==> config.mk <==
export PLATFORM = sky130hd
export DESIGN_NAME = regfile_op_sequencer
export DESIGN_NICKNAME = d
export VERILOG_FILES = /design/src/rtl/regfile_op_sequencer.sv
export SDC_FILE = /design/constraint.sdc
export NUM_CORES = 1
export LEC_CHECK = 0
export BUFFER_PORTS_ARGS = -buffer_cell sky130_fd_sc_hd__buf_2
export CAP_MARGIN = 20
export CORE_MARGIN = 5
export CORE_UTILIZATION = 48
export DETAILED_ROUTE_END_ITERATION = 10
export GPL_ROUTABILITY_DRIVEN = 0
export GPL_TIMING_DRIVEN = 0
export PLACE_DENSITY = 0.77
export SYNTH_ARGS = -nofsm -noshare
export SYNTH_HDL_FRONTEND = slang
export SYNTH_SLANG_ARGS = --single-unit
==> constraint.sdc <==
create_clock -name clk -period 3 [get_ports clk]
set_input_delay 0.15 -clock clk [delete_from_list [all_inputs] [get_ports clk]]
set_output_delay 0.15 -clock clk [all_outputs]
set_load 0.05 [all_outputs]
==> src/rtl/regfile_op_sequencer.sv <==
// Command-driven master for an 8x8 register file: reads operands, executes one
// ALU/move op, writes the result back and returns it on a response channel.
module regfile_op_sequencer #(
  parameter int unsigned DW = 8,
  parameter int unsigned AW = 3
) (
  input  logic          clk,
  input  logic          rst,
  input  logic          cmd_valid,
  output logic          cmd_ready,
  input  logic [2:0]    cmd_op,
  input  logic [AW-1:0] cmd_rd,
  input  logic [AW-1:0] cmd_rs1,
  input  logic [AW-1:0] cmd_rs2,
  input  logic [DW-1:0] cmd_imm,
  output logic [AW-1:0] rf_raddr1,
  output logic [AW-1:0] rf_raddr2,
  input  logic [DW-1:0] rf_rdata1,
  input  logic [DW-1:0] rf_rdata2,
  output logic          rf_we,
  output logic [AW-1:0] rf_waddr,
  output logic [DW-1:0] rf_wdata,
  output logic          rsp_valid,
  input  logic          rsp_ready,
  output logic [DW-1:0] rsp_data,
  output logic          rsp_carry,
  output logic          rsp_zero
);

  localparam logic [2:0] S_IDLE = 3'd0;
  localparam logic [2:0] S_READ = 3'd1;
  localparam logic [2:0] S_EXEC = 3'd2;
  localparam logic [2:0] S_WB   = 3'd3;
  localparam logic [2:0] S_RESP = 3'd4;

  localparam logic [2:0] OP_ADD = 3'd0;
  localparam logic [2:0] OP_SUB = 3'd1;
  localparam logic [2:0] OP_AND = 3'd2;
  localparam logic [2:0] OP_OR  = 3'd3;
  localparam logic [2:0] OP_XOR = 3'd4;
  localparam logic [2:0] OP_LDI = 3'd5;
  localparam logic [2:0] OP_MOV = 3'd6;
  localparam logic [2:0] OP_RD  = 3'd7;

  logic [2:0]    state, state_d;
  logic [2:0]    op_q, op_d;
  logic [AW-1:0] rd_q, rd_d;
  logic [DW-1:0] imm_q, imm_d;
  logic [DW-1:0] opa_q, opa_d, opb_q, opb_d;
  logic [DW-1:0] res_q, res_d;
  logic          carry_q, carry_d;

  logic          cmd_ready_d, rf_we_d, rsp_valid_d, rsp_carry_d, rsp_zero_d;
  logic [AW-1:0] rf_raddr1_d, rf_raddr2_d, rf_waddr_d;
  logic [DW-1:0] rf_wdata_d, rsp_data_d;

  logic [DW:0]   sum;
  logic [DW-1:0] alu_res;
  logic          alu_carry;

  // Datapath: result and carry/borrow from the latched operands
  assign sum = {1'b0, opa_q} + {1'b0, opb_q};

  always_comb begin
    alu_res   = '0;
    alu_carry = 1'b0;
    case (op_q)
      OP_ADD: begin alu_res = sum[DW-1:0]; alu_carry = sum[DW]; end
      OP_SUB: begin alu_res = opa_q - opb_q; alu_carry = (opa_q < opb_q); end
      OP_AND: alu_res = opa_q & opb_q;
      OP_OR:  alu_res = opa_q | opb_q;
      OP_XOR: alu_res = opa_q ^ opb_q;
      OP_LDI: alu_res = imm_q;
      OP_MOV: alu_res = opa_q;
      OP_RD:  alu_res = opa_q;
      default: alu_res = '0;
    endcase
  end

  // Next-state and next-output logic; every output is registered
  always_comb begin
    state_d     = state;
    op_d        = op_q;
    rd_d        = rd_q;
    imm_d       = imm_q;
    opa_d       = opa_q;
    opb_d       = opb_q;
    res_d       = res_q;
    carry_d     = carry_q;
    cmd_ready_d = cmd_ready;
    rf_raddr1_d = rf_raddr1;
    rf_raddr2_d = rf_raddr2;
    rf_we_d     = 1'b0;
    rf_waddr_d  = rf_waddr;
    rf_wdata_d  = rf_wdata;
    rsp_valid_d = rsp_valid;
    rsp_data_d  = rsp_data;
    rsp_carry_d = rsp_carry;
    rsp_zero_d  = rsp_zero;
    case (state)
      S_IDLE: begin
        if (cmd_valid && cmd_ready) begin
          op_d        = cmd_op;
          rd_d        = cmd_rd;
          imm_d       = cmd_imm;
          rf_raddr1_d = cmd_rs1;
          rf_raddr2_d = cmd_rs2;
          cmd_ready_d = 1'b0;
          state_d     = S_READ;
        end
      end
      S_READ: begin
        opa_d   = rf_rdata1;
        opb_d   = rf_rdata2;
        state_d = S_EXEC;
      end
      S_EXEC: begin
        res_d   = alu_res;
        carry_d = alu_carry;
        if (op_q == OP_RD) begin
          rsp_valid_d = 1'b1;
          rsp_data_d  = alu_res;
          rsp_carry_d = alu_carry;
          rsp_zero_d  = (alu_res == '0);
          state_d     = S_RESP;
        end else begin
          rf_we_d    = 1'b1;
          rf_waddr_d = rd_q;
          rf_wdata_d = alu_res;
          state_d    = S_WB;
        end
      end
      S_WB: begin
        rsp_valid_d = 1'b1;
        rsp_data_d  = res_q;
        rsp_carry_d = carry_q;
        rsp_zero_d  = (res_q == '0);
        state_d     = S_RESP;
      end
      S_RESP: begin
        if (rsp_ready) begin
          rsp_valid_d = 1'b0;
          cmd_ready_d = 1'b1;
          state_d     = S_IDLE;
        end
      end
      default: begin
        rsp_valid_d = 1'b0;
        cmd_ready_d = 1'b1;
        state_d     = S_IDLE;
      end
    endcase
  end

  // State and output registers; cmd_ready resets high since reset lands in IDLE
  always_ff @(posedge clk or posedge rst) begin
    if (rst) begin
      state     <= S_IDLE;
      op_q      <= '0;
      rd_q      <= '0;
      imm_q     <= '0;
      opa_q     <= '0;
      opb_q     <= '0;
      res_q     <= '0;
      carry_q   <= 1'b0;
      cmd_ready <= 1'b1;
      rf_raddr1 <= '0;
      rf_raddr2 <= '0;
      rf_we     <= 1'b0;
      rf_waddr  <= '0;
      rf_wdata  <= '0;
      rsp_valid <= 1'b0;
      rsp_data  <= '0;
      rsp_carry <= 1'b0;
      rsp_zero  <= 1'b0;
    end else begin
      state     <= state_d;
      op_q      <= op_d;
      rd_q      <= rd_d;
      imm_q     <= imm_d;
      opa_q     <= opa_d;
      opb_q     <= opb_d;
      res_q     <= res_d;
      carry_q   <= carry_d;
      cmd_ready <= cmd_ready_d;
      rf_raddr1 <= rf_raddr1_d;
      rf_raddr2 <= rf_raddr2_d;
      rf_we     <= rf_we_d;
      rf_waddr  <= rf_waddr_d;
      rf_wdata  <= rf_wdata_d;
      rsp_valid <= rsp_valid_d;
      rsp_data  <= rsp_data_d;
      rsp_carry <= rsp_carry_d;
      rsp_zero  <= rsp_zero_d;
    end
  end

endmodule

After elaboration in Yosys (flattened, before gate mapping)
Cells that the tools add are included.
- register bits after elaboration: 72
- input bits: 40
- logic and storage cells: 76
- add/subtract/negate cells: 2
- order comparisons: 1
- eq/ne operators: 14
- multiplexer cells: 20
- bitwise gates (word level): 6
- reduce and logical (&&, ||, !) cells: 15
- operator list (kind ; number):
    8-bit case mux with 7 select lines ; 1
    8-bit logical NOT ; 2
    8-bit case mux with 2 select lines ; 1
    3-bit equality test (second input constant) ; 5
    3-bit case mux with 5 select lines ; 1
    3-bit by 2-bit equality test with 1-bit output (second input constant) ; 4
    8-bit by 8-bit adder with 9-bit output ; 1
    3-bit 2-to-1 mux ; 3
    8-bit AND ; 1
    8-bit less-than comparator ; 1
    1-bit 2-to-1 mux ; 8
    8-bit 2-to-1 mux ; 1
    8-bit bitwise OR ; 1
    2-bit AND reduction ; 4
    8-bit subtractor ; 1
    8-bit XOR ; 1
    3-bit by 1-bit equality test with 1-bit output (second input constant) ; 2
    3-bit logical NOT ; 2
    2-bit != test (second input constant) ; 3
    1-bit case mux with 2 select lines ; 3
    3-bit AND reduction ; 2
    1-bit case mux with 4 select lines ; 1
    2-bit OR reduction ; 2
    1-bit NOT ; 3
    4 further kinds ; 4

Depth between registers and ports, before layout
- word-level depth: 6
- depth in mapped cells: 10
- mapped depth without buffers: 10

Least setup slack after synthesis
OpenSTA, ideal clock, no wires.
- path type: register to register
- start point: register opa_q[0]
- end point: register rsp_zero
- setup time: 76 ps
- data arrival time: 2358 ps
- slack: 566 ps
- cell stages (with the launch flop): 11
- path buffers: 0
- clock period less this slack: 2434 ps
- cell sequence: dfrtp_1 -> inv_1 -> ha_1 -> fa_1 -> xor2_1 -> o211ai_2 -> a21oi_2 -> o32ai_4 -> nand4_1 -> or4_1 -> o21ai_1
- word-level cells in the longest chain between the ends: 5
- ends and longest elaborated chain (item ; line ; text):
    start, declared ; 49 ; logic [DW-1:0] opa_q, opa_d, opb_q, opb_d;
    start signal, assigned ; 181 ; opa_q <= opa_d;
    8-bit subtractor, or another cell as far along ; 69 ; OP_SUB: begin alu_res = opa_q - opb_q; alu_carry = (opa_q < opb_q); end
    8-bit case mux with 7 select lines * ; 67 ; case (op_q)
    8-bit logical NOT * ; 124 ; rsp_zero_d = (alu_res == '0);
    1-bit 2-to-1 mux * ; 120 ; if (op_q == OP_RD) begin
    1-bit case mux with 2 select lines * ; 100 ; case (state)
    end signal, assigned ; 194 ; rsp_zero <= rsp_zero_d;
    end, declared ; 27 ; output logic rsp_zero
Mark *: on every way between the ends. The rest lies on a longest branch, timed or not. The select of a mux whose other input is x is not followed.
A chain may end at the register's enable or synchronous reset.

Final worst setup path
Same ends and word-level chain as after synthesis.

==> summary.md <==
| Metric | Value |
|---|---|
| Status | finished with violations |
| Failing checks | hold timing |
| Post-cts resize count | 0 |
| Clock sink count | 72 |
| Post-synth top flop | dfrtp_1 |
| N_diodes | 0 |
| Routed WL per cell | 16.3 microns |
| Crit path required time | 3.28 ns |
| CTS tree | yes |
| Worst-path clk slew | 0.08 ns |
| Family with the most delay on the worst path | compound AO/OA/AOI/OAI gates |
| Syn Nets | 501 |
| Slew @ Worst Pin | 0.865 ns |
| WP depth | 10 |
| Worst R2R Setup Slack | 0.17 ns |
| First-pass GRT wire length | 16600 microns |
| Drt drc | 0 |
| Sequential share of the synthesized area | 43.5% |
| End point of the critical path | rsp_zero |
| Area of the mapped netlist | 0.00414 sq mm |
| Number of synthesized flops with an enable pin | 0 |
| Avg Inst Size Synth | 9.53 sq um |
| Postcts setup bufs | 0 |
| Final net count | between 500 and 600 |
| Layout fillers | 760 |
| Ports | 70 |
| TritonCTS buffer count | 9 |
| Syn-to-layout area delta | 18.4% |
| Setup TNS | 0 ns |
| Initial core utilization | 49.9% |
| Worst setup EP type | flop |
| Number of cells on the worst reg-to-reg path | 10 |
| Die span in y | 103 microns |
| Tcrit/Tclk final | 94.3% |
| R2r endpoint | rsp_zero |
| Uppermost layer routed | met4 |
| Crit-path max FO | 4 |
| Port Buffers | just under 70 |
| Maxcap violations | 0 |
| Die footprint | approximately 0.011 sq mm |
| Max-slew violations | 0 |
| Critical Path AT | 3.11 ns |
| Max stage delay on crit path | around 0.45 ns |
| Vias in the first global route | 3471 |
| Via/cell ratio | roughly 5.7 |
| Final hold vios | 29 |
| Largest net degree at the start of global routing | between 70 and 80 |
| Core ar. | 0.00830 sq mm |
| H-Tree Depth | 3 |
| CTS Root Cell | clkbuf_8 |
| Initial DRC Count | 416 |
| CP Launch Point | opa_q[0] |
| Final hold slack | -0.0134 ns |
| Distinct cell type count after synthesis | 63 |
| Synthesis-stage register bit count | 72 |
| Vias | about 3600 |
| Type of the worst min-delay path | in -> async |
| Ys Warns | 0 |
| CP bufs+invs | 1 |
| Setup violators final | 0 |
| Layout cells sized above 1 | 24.8% |
| First-pass DRT Iterations | 5 |
| Final antenna-violating net count | 0 |
| M1 WL | around 4400 microns |
| Row count | 33 |
| Met2 WL | 4940 microns |
| Slowest CP cell | or4_1 |
| Slew headroom | a little over two fifths |
| Most frequent cells in the layout | buf_2, dfrtp_1, nand2_1 |
| RSZ-0062 raised after global routing | false |
| Async set-reset flop share out of synthesis | 100% |
| GRT Overall Usage | 19.9% |
| Commonest non-fill, non-tap cell in the layout | buf_2 |
| Die W | 103 microns |
| DRT Wirelength | 10300 microns |
| Antenna violations before repair | 0 |
| Post-Syn Instances | between 400 and 500 |
| F_max | 0.353 GHz |
| HPWL Detailed | between 7000 and 8000 microns |
| Hold Buf Count CTS | 6 |
| Max Root-Sink Buffers | 2 |
| Routed wl met3 | about 820 microns |
| Crit path kind | reg -> reg |
| Critical Path, Cell by Cell | ha_1 > inv_1 > fa_1 > nand2b_1 > o2bb2ai_1 > o21a_1 > o2111ai_1 > o311ai_0 > or4_1 > o21ai_1 |
| Worst reg2reg startpoint | opa_q[0] |
| CP Launch Type | flop |
| Worst-Skew Late Latency | 0.35 ns |
| Clock Skews | a little over 0.01 ns |
| Global route total overflow | 0 |
| Final min period | about 2.8 ns |
## metrics by stage
| stage | util [%] | instance area, sq um | instances | hold WS [ns] | setup WS (ns) |
|---|---|---|---|---|---|
| 2_1_floorplan | - | 4140 | 435 | 0.267 | 0.566 |
| 3_3_place_gp | 55.7 | 4620 | 609 | 0.356 | 0.208 |
| 3_5_place_dp | 55.7 | 4620 | 609 | 0.363 | 0.259 |
| 4_1_cts | 58.9 | 4890 | 631 | 0.0000193 | 0.218 |
| 5_1_grt | 59.1 | 4910 | 633 | 0.000672 | 0.00720 |
| 6_report | 59.1 | 4910 | 633 | -0.0134 | 0.170 |
## how the worst min path moves through the flow
stage | end | depth (start not counted)
after floorplan | op_q[0] | 2
after global placement | opb_q[5] | 3
after detailed placement | opa_q[7] | 3
after CTS | opa_q[1] | 3
after global routing | op_q[0] | 3
final | imm_q[7] | 2
## synthesized netlist by cell type (2+ instances only)
master     count  area share [%]
o31ai_1        6             1.1
nand3_1        4            0.48
nor3_1         8            0.97
dfrtp_1       71              43
a21oi_2        3            0.63
nand4_1        2            0.30
or3_1          4            0.60
fa_1           2            0.97
and2_1         3            0.45
o2111ai_1      2            0.42
inv_1         30             2.7
ha_1          24             7.2
nand2_1       67             6.1
nor2_1        16             1.4
mux2_2        21             5.7
inv_2          2            0.18
a21oi_1       15             1.8
o21bai_1       5            0.91
xnor2_1        6             1.3
o311a_1        3            0.72
nand3b_1       4            0.72
buf_4          3            0.54
o22ai_1        6            0.91
nor4_1         2            0.30
o211ai_1       2            0.36
nor2b_1        5            0.75
clkbuf_1       9            0.82
a211oi_1       3            0.54
a21o_1         4            0.72
o21ai_1        2            0.24
o2bb2ai_1      3            0.63
buf_6          3            0.82
o21ai_0       41             5.0
buf_2          8            0.97
nand2b_1       6            0.91
a311oi_1       2            0.42
mux2i_1        3            0.72
a22oi_1        5            0.91
a221oi_1       6             1.3
## registers in the layout (all words and copies together) (netlist names), 3 cells and up
name,count
state,3
opa_q,8
rf_waddr,3
rf_raddr1,3
opb_q,8
rf_raddr2,3
rf_wdata,8
res_q,8
rsp_data,8
imm_q,8
rd_q,3
op_q,3
## worst reg2reg max path: cells and delay by family, from the launching register on
kind | cells | cell delay (ns)
AOI/OAI and AO/OA | 5 | 1.03
DFF | 1 | 0.37
and+or+nand+nor | 2 | 0.62
buffers and inverters | 1 | 0.08
adders and majority gates | 2 | 0.65
## per-layer routing
metal / up-vias / track usage, %
li1: 1706 / -
met1: 1729 / 27.1
met2: 158 / 31.9
met3: 20 / 5.21
met4: 0 / 4.78
met5: - / 0
## area by class of cell
class / count / area (sq um) / share of cell area (%)
buffer: 24 / 134 / 2.73
clock buffer: 10 / 138 / 2.80
clock inverter: 6 / 67.6 / 1.38
inverter: 32 / 123 / 2.50
multi-input combinational: 307 / 2090 / 42.5
sequential: 72 / 1800 / 36.7
tap: 105 / 131 / 2.68
timing repair buffer: 77 / 425 / 8.67
## logic make-up (layout without fill, tap and decap cells)
kind of cell | count (synthesis) | count (layout) | synth area share, %
AND/OR/NAND/NOR | 129 | 129 | 14.4
AO/OA/AOI/OAI | 121 | 121 | 19.8
flip-flops | 72 | 72 | 43.5
buffers and inverters | 56 | 149 | 6.13
adder cells (fa/ha/maj) | 26 | 26 | 8.21
multiplexers | 24 | 24 | 6.43
XOR/XNOR | 7 | 7 | 1.48
Power is not shown: default switching activity piles up to over one toggle a cycle in this logic, so the estimate is an artifact.
